### src/rtl/vend_pkg.sv
// Shared constants and helpers for the vending sequencer: FSM encodings,
// coin/item values and the greedy payout denomination picker.
package vend_pkg;

    localparam int VEND_BAL_W = 4;

    localparam logic [1:0] ST_IDLE    = 2'd0;
    localparam logic [1:0] ST_COLLECT = 2'd1;
    localparam logic [1:0] ST_VEND    = 2'd2;
    localparam logic [1:0] ST_PAYOUT  = 2'd3;

    localparam logic [VEND_BAL_W-1:0] VAL_1  = VEND_BAL_W'(1);
    localparam logic [VEND_BAL_W-1:0] VAL_2  = VEND_BAL_W'(2);
    localparam logic [VEND_BAL_W-1:0] VAL_5  = VEND_BAL_W'(5);
    localparam logic [VEND_BAL_W-1:0] VAL_10 = VEND_BAL_W'(10);

    // Largest hopper denomination not exceeding the amount still owed.
    function automatic logic [VEND_BAL_W-1:0] next_denom(input logic [VEND_BAL_W-1:0] rem);
        if (rem >= VAL_10)     return VAL_10;
        else if (rem >= VAL_5) return VAL_5;
        else if (rem >= VAL_2) return VAL_2;
        else if (rem != '0)    return VAL_1;
        else                   return '0;
    endfunction

    // One-hot {10,5,2,1} to value; non-one-hot codes map to zero.
    function automatic logic [VEND_BAL_W-1:0] onehot_value(input logic [3:0] oh);
        case (oh)
            4'b0001: return VAL_1;
            4'b0010: return VAL_2;
            4'b0100: return VAL_5;
            4'b1000: return VAL_10;
            default: return '0;
        endcase
    endfunction

    function automatic logic [3:0] value_onehot(input logic [VEND_BAL_W-1:0] v);
        case (v)
            VAL_1:   return 4'b0001;
            VAL_2:   return 4'b0010;
            VAL_5:   return 4'b0100;
            VAL_10:  return 4'b1000;
            default: return 4'b0000;
        endcase
    endfunction

endpackage

### src/rtl/vend_edge_det.sv
// N-bit rising-edge detector; each rise yields a registered one-cycle pulse
// in the cycle after the input is first sampled high.
module vend_edge_det #(
    parameter int N = 1
) (
    input  logic         clk_i,
    input  logic         rst_n_i,
    input  logic [N-1:0] d_i,
    output logic [N-1:0] rise_o
);

    logic [N-1:0] hist_q;
    logic [N-1:0] rise_q;

    always_ff @(posedge clk_i or negedge rst_n_i) begin
        if (!rst_n_i) begin
            hist_q <= '0;
            rise_q <= '0;
        end else begin
            hist_q <= d_i;
            rise_q <= d_i & ~hist_q;
        end
    end

    assign rise_o = rise_q;

endmodule

### src/rtl/vend_sequencer.sv
// Vending transaction sequencer: coin/button events to price, balance, change and
// sales total, plus hopper payout handshake. Optional auto-refund: VEND_TIMEOUT_EN.
//
//   state    | meaning
//   ---------+-------------------------------------------------
//   IDLE     | no money inserted, waiting for coin/select
//   COLLECT  | balance nonzero, accepting coins/select/confirm/cancel
//   VEND     | one-cycle purchase evaluation and commit
//   PAYOUT   | paying change/refund through the hopper
module vend_sequencer
    import vend_pkg::*;
#(
    parameter int BAL_W         = VEND_BAL_W,
    parameter int MAX_BAL       = 15,
    parameter int ALARM_TICKS   = 3,
    parameter int TIMEOUT_TICKS = 30
) (
    input  logic             clk_i,
    input  logic             rst_n_i,
    input  logic             tick_i,
    input  logic             coin1_i,
    input  logic             coin2_i,
    input  logic             coin5_i,
    input  logic             coin10_i,
    input  logic             select1_i,
    input  logic             select2_i,
    input  logic             select5_i,
    input  logic             select10_i,
    input  logic             confirm_i,
    input  logic             cancel_i,
    input  logic             resetTotal_i,
    input  logic             pay_ack_i,
    output logic             pay_req_o,
    output logic [BAL_W-1:0] pay_val_o,
    output logic [BAL_W-1:0] price_o,
    output logic [BAL_W-1:0] coinBalance_o,
    output logic [BAL_W-1:0] change_o,
    output logic [BAL_W-1:0] total_o,
    output logic [3:0]       selectItem_o,
    output logic             alarm_o,
    output logic             busy_o
);

    localparam int AW = $clog2(ALARM_TICKS + 1);
    localparam logic [BAL_W:0] MAX_BAL_L = (BAL_W + 1)'(MAX_BAL);

    logic [10:0] in_lvl;
    logic [10:0] rise;
    logic [3:0]  coin_e;
    logic [3:0]  sel_e;
    logic        confirm_e;
    logic        cancel_e;
    logic        rtot_e;
    logic        timeout_e;

    logic [1:0]       state_q, state_d;
    logic [BAL_W-1:0] bal_q, bal_d;
    logic [BAL_W-1:0] price_q, price_d;
    logic [BAL_W-1:0] change_q, change_d;
    logic [BAL_W-1:0] total_q, total_d;
    logic [BAL_W-1:0] rem_q, rem_d;
    logic [3:0]       item_q, item_d;
    logic             pay_req_q, pay_req_d;
    logic [AW-1:0]    alarm_q, alarm_d;

    logic [BAL_W-1:0] pay_val;
    logic [BAL_W-1:0] bal_n;
    logic [BAL_W-1:0] chg_n;
    logic [BAL_W:0]   coin_sum;
    logic [BAL_W:0]   total_sum;
    logic             err;
    logic             commit;

    assign in_lvl = {resetTotal_i, cancel_i, confirm_i,
                     select10_i, select5_i, select2_i, select1_i,
                     coin10_i, coin5_i, coin2_i, coin1_i};

    vend_edge_det #(.N(11)) u_edge (
        .clk_i   (clk_i),
        .rst_n_i (rst_n_i),
        .d_i     (in_lvl),
        .rise_o  (rise)
    );

    assign coin_e    = rise[3:0];
    assign sel_e     = rise[7:4];
    assign confirm_e = rise[8];
    assign cancel_e  = rise[9];
    assign rtot_e    = rise[10];

`ifdef VEND_TIMEOUT_EN
    localparam int TW = $clog2(TIMEOUT_TICKS + 1);
    logic [TW-1:0] to_q, to_d;

    // Counter sits at full load outside COLLECT, so entry always starts a fresh window.
    always_comb begin
        to_d      = to_q;
        timeout_e = 1'b0;
        if (state_q != ST_COLLECT || rise != '0) begin
            to_d = TW'(TIMEOUT_TICKS);
        end else if (tick_i) begin
            if (to_q == TW'(1)) begin
                timeout_e = 1'b1;
                to_d      = TW'(TIMEOUT_TICKS);
            end else begin
                to_d = to_q - 1'b1;
            end
        end
    end

    always_ff @(posedge clk_i or negedge rst_n_i) begin
        if (!rst_n_i) to_q <= TW'(TIMEOUT_TICKS);
        else          to_q <= to_d;
    end
`else
    assign timeout_e = 1'b0;
`endif

    assign pay_val   = (state_q == ST_PAYOUT) ? next_denom(rem_q) : '0;
    assign coin_sum  = {1'b0, bal_q} + {1'b0, onehot_value(coin_e)};
    assign total_sum = {1'b0, total_q} + {1'b0, price_q};

    always_comb begin
        state_d   = state_q;
        bal_d     = bal_q;
        price_d   = price_q;
        change_d  = change_q;
        total_d   = total_q;
        rem_d     = rem_q;
        item_d    = item_q;
        pay_req_d = pay_req_q;
        bal_n     = bal_q;
        chg_n     = '0;
        err       = 1'b0;
        commit    = 1'b0;

        case (state_q)
            ST_IDLE, ST_COLLECT: begin
                if (coin_e != '0) begin
                    if ((coin_e & (coin_e - 4'd1)) != '0 || coin_sum > MAX_BAL_L) begin
                        err = 1'b1;
                    end else begin
                        bal_n    = coin_sum[BAL_W-1:0];
                        item_d   = '0;
                        change_d = '0;
                    end
                end
                if (sel_e != '0) begin
                    if ((sel_e & (sel_e - 4'd1)) != '0) begin
                        err = 1'b1;
                    end else begin
                        price_d = onehot_value(sel_e);
                        item_d  = '0;
                    end
                end
                bal_d   = bal_n;
                state_d = (bal_n != '0) ? ST_COLLECT : ST_IDLE;
                if (confirm_e) begin
                    state_d = ST_VEND;
                end else if ((cancel_e || timeout_e) && state_q == ST_COLLECT) begin
                    change_d  = bal_n;
                    bal_d     = '0;
                    rem_d     = bal_n;
                    pay_req_d = (bal_n != '0);
                    state_d   = (bal_n != '0) ? ST_PAYOUT : ST_IDLE;
                end
            end
            ST_VEND: begin
                if (coin_e != '0) err = 1'b1;
                if (price_q == '0 || bal_q < price_q) begin
                    err     = 1'b1;
                    state_d = (bal_q != '0) ? ST_COLLECT : ST_IDLE;
                end else begin
                    commit    = 1'b1;
                    chg_n     = bal_q - price_q;
                    change_d  = chg_n;
                    item_d    = value_onehot(price_q);
                    total_d   = total_sum[BAL_W] ? '1 : total_sum[BAL_W-1:0];
                    bal_d     = '0;
                    price_d   = '0;
                    rem_d     = chg_n;
                    pay_req_d = (chg_n != '0);
                    state_d   = (chg_n != '0) ? ST_PAYOUT : ST_IDLE;
                end
            end
            default: begin
                if (coin_e != '0) err = 1'b1;
                // Request drops for one cycle after each accepted coin.
                if (pay_req_q && pay_ack_i) begin
                    rem_d     = rem_q - pay_val;
                    pay_req_d = 1'b0;
                    if (rem_q == pay_val) state_d = ST_IDLE;
                end else if (!pay_req_q) begin
                    pay_req_d = 1'b1;
                end
            end
        endcase

        if (rtot_e) total_d = commit ? price_q : '0;

        alarm_d = alarm_q;
        if (err)                             alarm_d = AW'(ALARM_TICKS);
        else if (tick_i && alarm_q != '0)    alarm_d = alarm_q - 1'b1;
    end

    always_ff @(posedge clk_i or negedge rst_n_i) begin
        if (!rst_n_i) begin
            state_q   <= ST_IDLE;
            bal_q     <= '0;
            price_q   <= '0;
            change_q  <= '0;
            total_q   <= '0;
            rem_q     <= '0;
            item_q    <= '0;
            pay_req_q <= 1'b0;
            alarm_q   <= '0;
        end else begin
            state_q   <= state_d;
            bal_q     <= bal_d;
            price_q   <= price_d;
            change_q  <= change_d;
            total_q   <= total_d;
            rem_q     <= rem_d;
            item_q    <= item_d;
            pay_req_q <= pay_req_d;
            alarm_q   <= alarm_d;
        end
    end

    assign pay_req_o     = pay_req_q;
    assign pay_val_o     = pay_val;
    assign price_o       = price_q;
    assign coinBalance_o = bal_q;
    assign change_o      = change_q;
    assign total_o       = total_q;
    assign selectItem_o  = item_q;
    assign alarm_o       = (alarm_q != '0);
    assign busy_o        = (state_q == ST_VEND) || (state_q == ST_PAYOUT);

endmodule

### config.mk
export PLATFORM = sky130hd
export DESIGN_NAME = vend_sequencer
export DESIGN_NICKNAME = d
export VERILOG_FILES = /design/src/rtl/vend_pkg.sv /design/src/rtl/vend_edge_det.sv /design/src/rtl/vend_sequencer.sv
export SDC_FILE = /design/constraint.sdc
export NUM_CORES = 1
export LEC_CHECK = 0
export ABC_AREA = 1
export BUFFER_PORTS_ARGS = -buffer_cell sky130_fd_sc_hd__buf_4
export CAP_MARGIN = 20
export CORE_MARGIN = 1.5
export CORE_UTILIZATION = 52
export DETAILED_ROUTE_END_ITERATION = 8
export PLACE_DENSITY_LB_ADDON = 0.2
export SLEW_MARGIN = 10
export SYNTH_ARGS = -nofsm -noshare
export SYNTH_HDL_FRONTEND = slang
export SYNTH_SLANG_ARGS = --single-unit
### constraint.sdc
create_clock -name clk_i -period 2.1 [get_ports clk_i]
set_input_delay 0.21 -clock clk_i [delete_from_list [all_inputs] [get_ports clk_i]]
set_output_delay 0.21 -clock clk_i [all_outputs]
set_load 0.01 [all_outputs]
==> impl_metrics.csv <==
group,metric,value,unit
outcome,status,"finished, violations left",
floorplan,ios,42,
route,ant_nets,0,
global_routing,antenna_found_initial,0,
floorplan,dieHeight,79.1,um
cts,cts_sinks,51,
cells_and_area,drive_gt1_share,37.3,%
sta,worst-slew-pin-transition,634,ps
synth,syn_nets,395,
cells_and_area,fin_cells,522,
route,vias,2781,
route,drt_iter0_drc,119,
synth,synth.area.top_cells,"dfrtp_1 (42%), nand2_1 (7.9%), inv_1 (7.0%)",
sta,drv_slew,0,
sta,fmax,0.414,GHz
worst_hold_path,hold_path_startpoint,"coin5_i",
route,wirelength,7.72,mm
cts,cts-htree-levels,2,
cts,cts_root_buffer,"clkbuf_8",
outcome,violations,"negative setup slack",
floorplan,dieArea,6250,um2
worst_hold_path,min_path_type,"primary input to register",
placement,place_inst,498,
floorplan,std_cell_rows,27,
synth,synth.most_common_cell,"nand2_1",
floorplan,fp.coreArea,5540,um2
placement,pre_cts_ws,-238,ps
setup_path,r2r.worst_path.cells,17,
route,drc,0,
power,swShare,46.4,%
power,peakVddDrop,0.000703,V
power,power_switching,2.46,mW
run,maxCapViolations,0,
placement,io_buffers,41,
cells_and_area,fill_cells,407,
setup_path,start_kind,"register",
placement,globalplace.congestion,0.888,
power,p_int,2.84,mW
route,first_pass_iters,5,
synth,ys_warn_count,0,
power,combPwrFrac,62.7,%
sta,post-route-min-period,2410,ps
cts,path_clk_slew,90,ps
power,power_frac_clock,10.7,%
setup_path,cp_max_fo,3,
sta,slew_headroom,57.7,%
cts,clockBufferDepth,2,
floorplan,die_w,79.1,um
setup_path,cp_data_required_time,2350,ps
setup_path,worst_setup_path_end_kind,"register",
synth,synth_area_per_cell,8.36,um2
route,routed_via_density,5.33,
global_routing,grt_pass1_wl,12.1,mm
cts,cts_tree,"built",
setup_path,rr_startpoint,"u_edge.rise_o[0]$_DFF_PN0_",
setup_path,cp.arrival,2670,ps
synth,synth-seq-cells,51,
floorplan,initial_core_util,54.3,%
sta,clock_skew,9.19,ps
synth,synthCells,360,
cts,clk_latency,310,ps
sta,finalCritPeriodShare,115,%
power,power_density,1300,nW/um2
worst_hold_path,holdPathStages,1,
synth,ys_types,42,
cells_and_area,antenna_cells,0,
sta,grt_setup_unrepaired,"true",
synth,synth_edf_count,0,
sta,setup_ws,-314,ps
cells_and_area,area_delta_synth_final,35.4,%
route,wl_per_cell,14.8,um
sta,final-setup-viol-count,21,
power,p_seq_share,26.6,%
sta,hold_violations,0,
synth,synth_ff_type,"dfrtp_1",
setup_path,path_class,"register to register",
synth,yosysTopAreaCellShare,42.4,%
setup_path,rrSetupSlack,-310,ps
cts,cts_buffers,5,
placement,dp_hpwl,5.37,mm
power,cellLeakagePower,2.15,nW
synth,synth_area,3010,um2
worst_hold_path,hold_end,"u_edge.hist_q[2]$_DFF_PN0_",
global_routing,gr-total-overflow,0,
synth,yosys.area.top_type,"dfrtp_1",
cells_and_area,finalNetCount,484,
global_routing,grt_pass1_vias,2718,
setup_path,reg2reg_to,"rem_q[3]$_DFFE_PN0P_",
synth,synth_common_cells,"nand2_1 (63), inv_1 (56), dfrtp_1 (51)",
global_routing,grt_usage,25.0,%
global_routing,grt_max_degree,52,
synth,async_reset_ff_share,100,%
synth,ys_seq_area_share,42.4,%
## repair_timing
action                                  in CTS  in global routing
hold buffers                                 1                  2
hold endpoints to repair                    51                  2
endpoints found under the setup margin      21                 27
gates resized for setup                     20                 38
pin swaps                                   18                 16
buffers inserted                             6                  7
## cells in the final DEF, fill, tap and decap left out, types with 4 or more instances in the layout
master,count
buf_4,77
inv_1,53
dfrtp_1,49
nand2_1,46
nor2_1,31
nand2_4,15
nand3_1,15
o21ai_1,14
ha_1,14
nand2_2,12
a21oi_1,10
inv_2,9
nand4_1,9
o21ai_0,7
nand3_2,5
clkbuf_8,5
nor2_2,4
a21oi_2,4
xor2_1,4
o22ai_1,4
buf_6,4
## state kept, by name, indices dropped and copies added, names as in the netlist, 2 cells and up
signal and count:
total_o 4, change_o 4, u_edge.rise_o 11, state_q 2, alarm_q 2, u_edge.hist_q 11, selectItem_o 4, price_o 4
coinBalance_o 4, rem_q 4
## cells by family (layout without fill, tap and decap cells)
| family | count (synthesis) | after routing | share of synthesized area (%) |
|---|---|---|---|
| AO/OA/AOI/OAI | 59 | 59 | 11.8 |
| XOR/XNOR | 5 | 5 | 1.46 |
| adder cells (fa/ha/maj) | 20 | 20 | 9.32 |
| buffers and inverters | 66 | 156 | 8.36 |
| flip-flops | 51 | 51 | 42.4 |
| multiplexers | 1 | 1 | 0.374 |
| AND/OR/NAND/NOR | 158 | 158 | 26.2 |
## worst max path at each step
stage,from,end,slack (ps)
floorplan,u_edge.rise_o[1]$_DFF_PN0_,state_q[0]$_DFFE_PN0P_,-110
global placement,u_edge.rise_o[2]$_DFF_PN0_,state_q[0]$_DFFE_PN0P_,-120
detailed placement,u_edge.rise_o[2]$_DFF_PN0_,state_q[0]$_DFFE_PN0P_,-240
CTS,u_edge.rise_o[0]$_DFF_PN0_,pay_req_o$_DFFE_PN0P_,-210
global route,u_edge.rise_o[1]$_DFF_PN0_,rem_q[3]$_DFFE_PN0P_,-450
finish,u_edge.rise_o[0]$_DFF_PN0_,rem_q[3]$_DFFE_PN0P_,-310
## layout make-up
cell class | count | area [um2] | share of cell area (%)
Inverter | 64 | 243 | 5.96
Clock buffer | 6 | 72.6 | 1.78
Clock inverter | 2 | 16.3 | 0.400
Timing Repair Buffer | 84 | 653 | 16.0
Tap cell | 72 | 90.1 | 2.21
Sequential cell | 51 | 1280 | 31.4
Multi-Input combinational cell | 243 | 1720 | 42.2
## worst max-delay path: stages, from the launching register on
cell	delay, ps
dfrtp_1	380
inv_2	50
buf_4	120
buf_4	120
a31o_2	250
fa_2	380
nand2_2	80
nand2_2	70
nand2_4	80
nand2_2	80
nor2_4	160
nand3_2	110
nand2_4	120
buf_6	110
nand2_4	60
nand3_2	80
nand2_1	50
inv_1	40
## power groups by stage
stage | Clock, mW | Sequential [mW] | Combinational [mW]
CTS | 0.583 | 1.40 | 2.98
detailed placement | 0 | 1.42 | 2.84
finish | 0.567 | 1.41 | 3.33
global route | 0.620 | 1.43 | 3.64
floorplan | 0 | 1.48 | 1.76
global placement | 0 | 1.41 | 2.74
## layer usage
metal / global-route usage (%) / vias up / part of all wire (%)
met5: 0 / - / 0
met4: 11.2 / 0 / 3.5
met3: 3.68 / 23 / 4.7
met2: 43.2 / 83 / 51
met1: 30.9 / 1315 / 40
li1: - / 1360 / -
## per-stage QoR
stage / utilization (%) / hold WS, ps / power, mW / instance area, um2 / TNS, ps
2_1_floorplan: - / -85.6 / 3.24 / 3050 / -328
3_3_place_gp: 65.8 / 269 / 4.15 / 3640 / -1190
3_5_place_dp: 65.8 / 274 / 4.26 / 3640 / -2510
4_1_cts: 69.5 / 4.33 / 4.97 / 3850 / -2720
5_1_grt: 73.5 / 0.192 / 5.70 / 4070 / -7990
6_report: 73.5 / 10.0 / 5.30 / 4070 / -5330
Note: power is estimated with default switching activity, not from simulation.
